**config.mk**
```make
export PLATFORM = sky130hd
export DESIGN_NAME = param_lsu
export DESIGN_NICKNAME = d
export VERILOG_FILES = /design/src/rtl/lsu_pkg.sv /design/src/rtl/lsu_rd_extend.sv /design/src/rtl/param_lsu.sv
export SDC_FILE = /design/constraint.sdc
export NUM_CORES = 1
export LEC_CHECK = 0
export CORE_AREA = 2 2 80 82
export CTS_CLUSTER_SIZE = 8
export DETAILED_ROUTE_END_ITERATION = 16
export DIE_AREA = 0 0 82 84
export GPL_TIMING_DRIVEN = 0
export HOLD_SLACK_MARGIN = 0.12
export PLACE_DENSITY = 0.91
export SYNTH_ARGS = -nofsm -noshare
export SYNTH_HDL_FRONTEND = slang
export SYNTH_SLANG_ARGS = --single-unit
export TNS_END_PERCENT = 30
```
**constraint.sdc**
```tcl
create_clock -name clk_i -period 4.1 [get_ports clk_i]
set_input_delay 0.41 -clock clk_i [delete_from_list [all_inputs] [get_ports clk_i]]
set_output_delay 0.41 -clock clk_i [all_outputs]
set_load 0.05 [all_outputs]
```
**src/rtl/lsu_pkg.sv**
```systemverilog
// Shared definitions for param_lsu: size codes, FSM state encoding and
// small decode helpers that depend only on the size code and DATA_W.
package lsu_pkg;

    localparam logic [2:0] SZ_B  = 3'd0;
    localparam logic [2:0] SZ_H  = 3'd1;
    localparam logic [2:0] SZ_W  = 3'd2;
    localparam logic [2:0] SZ_D  = 3'd3;
    localparam logic [2:0] SZ_BU = 3'd4;
    localparam logic [2:0] SZ_HU = 3'd5;
    localparam logic [2:0] SZ_WU = 3'd6;

    typedef enum logic {
        ST_IDLE = 1'b0,
        ST_BUSY = 1'b1
    } lsu_state_e;

    function automatic int lane_count(input int data_w);
        return data_w / 8;
    endfunction

    // Doubleword only exists on a 64-bit bus; code 7 is never valid.
    function automatic logic size_legal(input logic [2:0] size, input int data_w);
        case (size)
            SZ_D:    return (data_w == 64);
            3'd7:    return 1'b0;
            default: return 1'b1;
        endcase
    endfunction

    // Address bits that must be zero for a naturally aligned access.
    function automatic logic [2:0] size_low_mask(input logic [2:0] size);
        case (size)
            SZ_H, SZ_HU: return 3'b001;
            SZ_W, SZ_WU: return 3'b011;
            SZ_D:        return 3'b111;
            default:     return 3'b000;
        endcase
    endfunction

    function automatic logic [7:0] size_byte_mask(input logic [2:0] size);
        case (size)
            SZ_B, SZ_BU: return 8'h01;
            SZ_H, SZ_HU: return 8'h03;
            SZ_W, SZ_WU: return 8'h0F;
            SZ_D:        return 8'hFF;
            default:     return 8'h00;
        endcase
    endfunction

endpackage

```
**src/rtl/lsu_rd_extend.sv**
```systemverilog
// Load path: picks the addressed lane out of the memory word and
// sign- or zero-extends it to the full core width.
module lsu_rd_extend
    import lsu_pkg::*;
#(
    parameter int DATA_W = 32,
    parameter int OFF_W  = $clog2(DATA_W / 8)
) (
    input  logic [2:0]        i_size,
    input  logic [OFF_W-1:0]  i_off,
    input  logic              i_legal,
    input  logic [DATA_W-1:0] i_rd,
    output logic [DATA_W-1:0] o_rd
);

    logic [DATA_W-1:0] w_shifted;

    assign w_shifted = i_rd >> {i_off, 3'b000};

    always_comb begin
        o_rd = '0;
        if (i_legal) begin
            case (i_size)
                SZ_B:    o_rd = DATA_W'($signed(w_shifted[7:0]));
                SZ_H:    o_rd = DATA_W'($signed(w_shifted[15:0]));
                SZ_W:    o_rd = DATA_W'($signed(w_shifted[31:0]));
                SZ_BU:   o_rd = DATA_W'(w_shifted[7:0]);
                SZ_HU:   o_rd = DATA_W'(w_shifted[15:0]);
                SZ_WU:   o_rd = DATA_W'(w_shifted[31:0]);
                SZ_D:    o_rd = w_shifted;
                default: o_rd = '0;
            endcase
        end
    end

endmodule

```
**src/rtl/param_lsu.sv**
```systemverilog
// Load/store unit between core and a single-port memory, 32- or 64-bit.
// Define PARAM_LSU_MISALIGN_EXC_EN to add misalign_o and reject misaligned accesses.
module param_lsu
    import lsu_pkg::*;
#(
    parameter int DATA_W = 32,
    parameter int ADDR_W = 32
) (
    input  logic                  clk_i,
    input  logic                  rst_i,
    input  logic                  core_req_i,
    input  logic                  core_we_i,
    input  logic [2:0]            core_size_i,
    input  logic [ADDR_W-1:0]     core_addr_i,
    input  logic [DATA_W-1:0]     core_wd_i,
    output logic [DATA_W-1:0]     core_rd_o,
    output logic                  core_stall_o,
    output logic                  mem_req_o,
    output logic                  mem_we_o,
    output logic [ADDR_W-1:0]     mem_addr_o,
    output logic [DATA_W/8-1:0]   mem_be_o,
    output logic [DATA_W-1:0]     mem_wd_o,
    input  logic [DATA_W-1:0]     mem_rd_i,
    input  logic                  mem_ready_i
`ifdef PARAM_LSU_MISALIGN_EXC_EN
    ,
    output logic                  misalign_o
`endif
);

    localparam int LANES = lane_count(DATA_W);
    localparam int OFF_W = $clog2(LANES);

    generate
        if (DATA_W != 32 && DATA_W != 64) begin : g_bad_width
            $error("param_lsu: DATA_W must be 32 or 64");
        end
    endgenerate

    lsu_state_e        r_state;
    logic [OFF_W-1:0]  w_off_raw;
    logic [OFF_W-1:0]  w_low;
    logic [OFF_W-1:0]  w_off;
    logic              w_legal;
    logic              w_ok;
    logic              w_issue;
    logic [LANES-1:0]  w_be;

    assign w_off_raw = core_addr_i[OFF_W-1:0];
    assign w_low     = OFF_W'(size_low_mask(core_size_i));
    assign w_off     = w_off_raw & ~w_low;
    assign w_legal   = size_legal(core_size_i, DATA_W);

`ifdef PARAM_LSU_MISALIGN_EXC_EN
    logic w_misaligned;
    assign w_misaligned = |(w_off_raw & w_low);
    assign w_ok         = w_legal & ~w_misaligned;
    assign misalign_o   = core_req_i & w_legal & w_misaligned & ~rst_i;
`else
    // Sub-size address bits are dropped: lanes follow the aligned offset.
    assign w_ok = w_legal;
`endif

    assign w_issue = core_req_i & w_ok & ~rst_i;

    assign mem_req_o    = w_issue;
    assign mem_we_o     = core_we_i & ~rst_i;
    assign mem_addr_o   = core_addr_i;
    assign core_stall_o = w_issue & ~((r_state == ST_BUSY) & mem_ready_i);

    assign w_be     = LANES'(size_byte_mask(core_size_i)) << w_off;
    assign mem_be_o = w_issue ? w_be : '0;

    always_comb begin
        mem_wd_o = core_wd_i;
        case (core_size_i)
            SZ_B, SZ_BU: mem_wd_o = {(LANES){core_wd_i[7:0]}};
            SZ_H, SZ_HU: mem_wd_o = {(LANES/2){core_wd_i[15:0]}};
            SZ_W, SZ_WU: mem_wd_o = {(DATA_W/32){core_wd_i[31:0]}};
            default:     mem_wd_o = core_wd_i;
        endcase
    end

    lsu_rd_extend #(
        .DATA_W (DATA_W),
        .OFF_W  (OFF_W)
    ) u_rd_extend (
        .i_size  (core_size_i),
        .i_off   (w_off),
        .i_legal (w_ok),
        .i_rd    (mem_rd_i),
        .o_rd    (core_rd_o)
    );

    // Dropping the request while BUSY abandons the access; a late ready is discarded.
    always_ff @(posedge clk_i) begin
        if (rst_i) begin
            r_state <= ST_IDLE;
        end else begin
            case (r_state)
                ST_IDLE: if (core_req_i && w_ok) r_state <= ST_BUSY;
                ST_BUSY: if (!core_req_i || mem_ready_i) r_state <= ST_IDLE;
                default: r_state <= ST_IDLE;
            endcase
        end
    end

endmodule

```
==> metrics.md <==
| Metric | Value |
|---|---|
| Antenna cells | `0` |
| Utilization after layout | `0.5493` |
| Multi-input gate area | `1076 um2` |
| Detailed Place HPWL | `6065 um` |
| Pins Over Slew Limit | `0` |
| Fraction of final layout cells sized beyond drive strength 1 | `0.1856` |
| Gate power share | `0.983` |
| First-pass GRT wire length | `10770 um` |
| Post-synth top flop | `dfxtp_1` |
| Area post-placement | `3348 um2` |
| Relative slew slack | `0.4980` |
| Hold_ws | `0.4686 ns` |
| 1st-iter DRT viols | `93` |
| Biggest regs | `r_state (1)` |
| Routability cong. | `0.8521` |
| Post-CTS setup buffer count | `0` |
| Final instance area | `3348 um2` |
| Max VDD drop | `113.5 uV` |
| # resized after CTS | `0` |
| Biggest register | `r_state` |
| RSZ-0062 raised after global routing | `false` |
| Post-synthesis average cell area | `7.029 um2` |
| Max Cap Viol | `0` |
| FFs w/ async S/R, synth | `0` |
| Psw | `0.3863 mW` |
| Startpoint types | `input port` |
| Cts hold-fix bufs | `0` |
| Worst-path clk slew | `0 ns` |
| Clock power frac | `0` |
| CORE AREA | `6096 um2` |
| Internal | `0.2682 mW` |
| P_leak | `1.493 nW` |
| Fin crit period | `3.471 ns` |
| HP Class | `flop to flop` |
| CP Capture Type | `output pin` |
| Max stage delay cell, worst path | `clkdlybuf4s50_1` |
| Critical path type | `input port to output pin` |
| Top cell by count, worst path | `clkdlybuf4s50_1` |
| Vias | `2259` |
| Initial Util | `0.2445` |
| Worst-margin pin slew | `0.7502 ns` |
| Gate Count Post-Synth | `212` |
| Crit share post-route | `0.8466` |
| Final setup violation count | `0` |
| Overflow after GRT | `0` |
| # rows | `29` |
| Switching Share | `0.5902` |
| DRC viols | `0` |
| Largest net degree at the start of global routing | `11` |
| FF+latch count, synth | `1` |
| Vias in the first global route | `2336` |
| Final Hold Fails | `0` |
| Net Count, Synth | `316` |
| Clock latency at the later pin of the worst-skew pair | `0 ns` |
| Antenna Nets Post-Route | `0` |
| Number of enable flip-flop cells after synthesis | `0` |
| Register area | `20.02 um2` |
| Pwr per Cell Area | `195.5 nW/um2` |
| I/O Pins | `207` |
| GR Util All Layers | `0.1909` |
| Total Neg Setup Slack | `0 ns` |
| Initial antenna violation count | `0` |
| Final std cells w/o fill | `465` |
| CP peak stage delay | `0.86 ns` |
| Height of the die | `84 um` |
| Crit path DAT | `3.06 ns` |
| Synthesized area | `1490 um2` |
| Area delta synth->final | `124.7%` |
| Max Fclk | `0.2881 GHz` |
| Synth Warn # | `0` |
| Fill count | `590` |
| Largest register FFs | `1` |
| DIE AREA | `6888 um2` |
| Critical path fanouts, max | `10` |
| Reg power frac | `0.017` |
| Avg Vias per Cell | `4.858` |
| Crit path required time | `3.69 ns` |
| Final wirelength | `7058 um` |
| Port Buffers | `176` |
| Clock skew | `0 ns` |
| Proportion of synthesized chip area in sequential cells | `0.01343` |
| Status | `finished clean` |
| Crit path cell chain | `clkdlybuf4s50_1, buf_4, inv_2, nor2_1, clkbuf_1, nand2_1, o211ai_1, clkdlybuf4s50_1` |
| Die Width | `82 um` |
| Nets | `494` |
| Post-DR wirelength/cell | `15.18 um` |
| Yosys cell types | `35` |
| Placed cell count | `465` |
| Initial DRT Pass Iterations | `4` |
worst paths after layout:
kind,from,end,slack [ns],depth (start not counted)
worst max-delay path,core_size_i[1],core_rd_o[8],0.63,8
worst min-delay path,r_state$_SDFF_PP0_,r_state$_SDFF_PP0_,0.47,1
worst max register to register,r_state$_SDFF_PP0_,r_state$_SDFF_PP0_,3.28,2
worst min register to register,r_state$_SDFF_PP0_,r_state$_SDFF_PP0_,0.47,1
routing by layer:
layer	up-vias	wire, um	global-route usage
met1	1054	2484	0.2055
met4	0	89	0.02576
met5	-	0	0
met3	10	669	0.03571
li1	1071	-	-
met2	124	3815	0.3777
Yosys cell counts (2+ instances only):
master / instances / area share
buf_6: 3 / 0.023
clkbuf_1: 5 / 0.013
inv_2: 2 / 0.0050
inv_1: 2 / 0.0050
a21oi_1: 22 / 0.074
o21ai_0: 10 / 0.034
o211ai_1: 7 / 0.035
o22ai_1: 7 / 0.029
mux2i_1: 29 / 0.19
mux2_2: 16 / 0.12
nor2_1: 6 / 0.015
and3_1: 3 / 0.013
buf_4: 41 / 0.21
nand2_1: 36 / 0.091
buf_2: 3 / 0.010
layout by cell type, fill, tap and decap left out, types with 2 or more instances in the layout:
cell type,instances
inv_1,2
buf_2,3
and3_1,3
o211ai_1,7
buf_4,41
o21ai_0,10
o22ai_1,7
a21oi_1,22
mux2i_1,29
buf_6,3
nor2_1,6
mux2_2,16
clkdlybuf4s50_1,176
inv_2,2
nand2_1,36
clkbuf_1,5
worst max-delay path, delay by kind of cell:
family                 cells  cell delay [ns]
and+or+nand+nor            2             0.40
AOI/OAI and AO/OA          1             0.12
buffers and inverters      5             2.12
area by class of cell:
type                       instances  area share
inverter                           4    0.004484
tap                               77     0.02877
multi-input combinational        154      0.3214
timing repair buffer             176      0.5262
sequential                         1    0.005979
buffer                            53      0.1132
metrics by stage:
| step | setup slack [ns] | total power [mW] |
|---|---|---|
| 2_1_floorplan | 1.692 | 0.4106 |
| 3_3_place_gp | 0.6813 | 0.6480 |
| 3_5_place_dp | 0.6440 | 0.6556 |
| 4_1_cts | 0.6402 | 0.6572 |
| 5_1_grt | 0.4261 | 0.6832 |
| 6_report | 0.6288 | 0.6545 |
power groups by stage:
stage / registers, mW / clock network (mW) / logic (mW)
CTS: 0.0109 / 0 / 0.646
detailed placement: 0.0109 / 0 / 0.645
finish: 0.0109 / 0 / 0.644
global placement: 0.0109 / 0 / 0.637
global route: 0.0110 / 0 / 0.672
floorplan: 0.0108 / 0 / 0.400
logic make-up after synthesis:
logic type | count (synthesis) | share of synthesized area
buffers and inverters | 57 | 0.2645
DFF | 1 | 0.01343
AOI/OAI and AO/OA | 56 | 0.2494
muxes | 46 | 0.3233
and+or+nand+nor | 52 | 0.1495
Power figures use the tool's default switching activity.
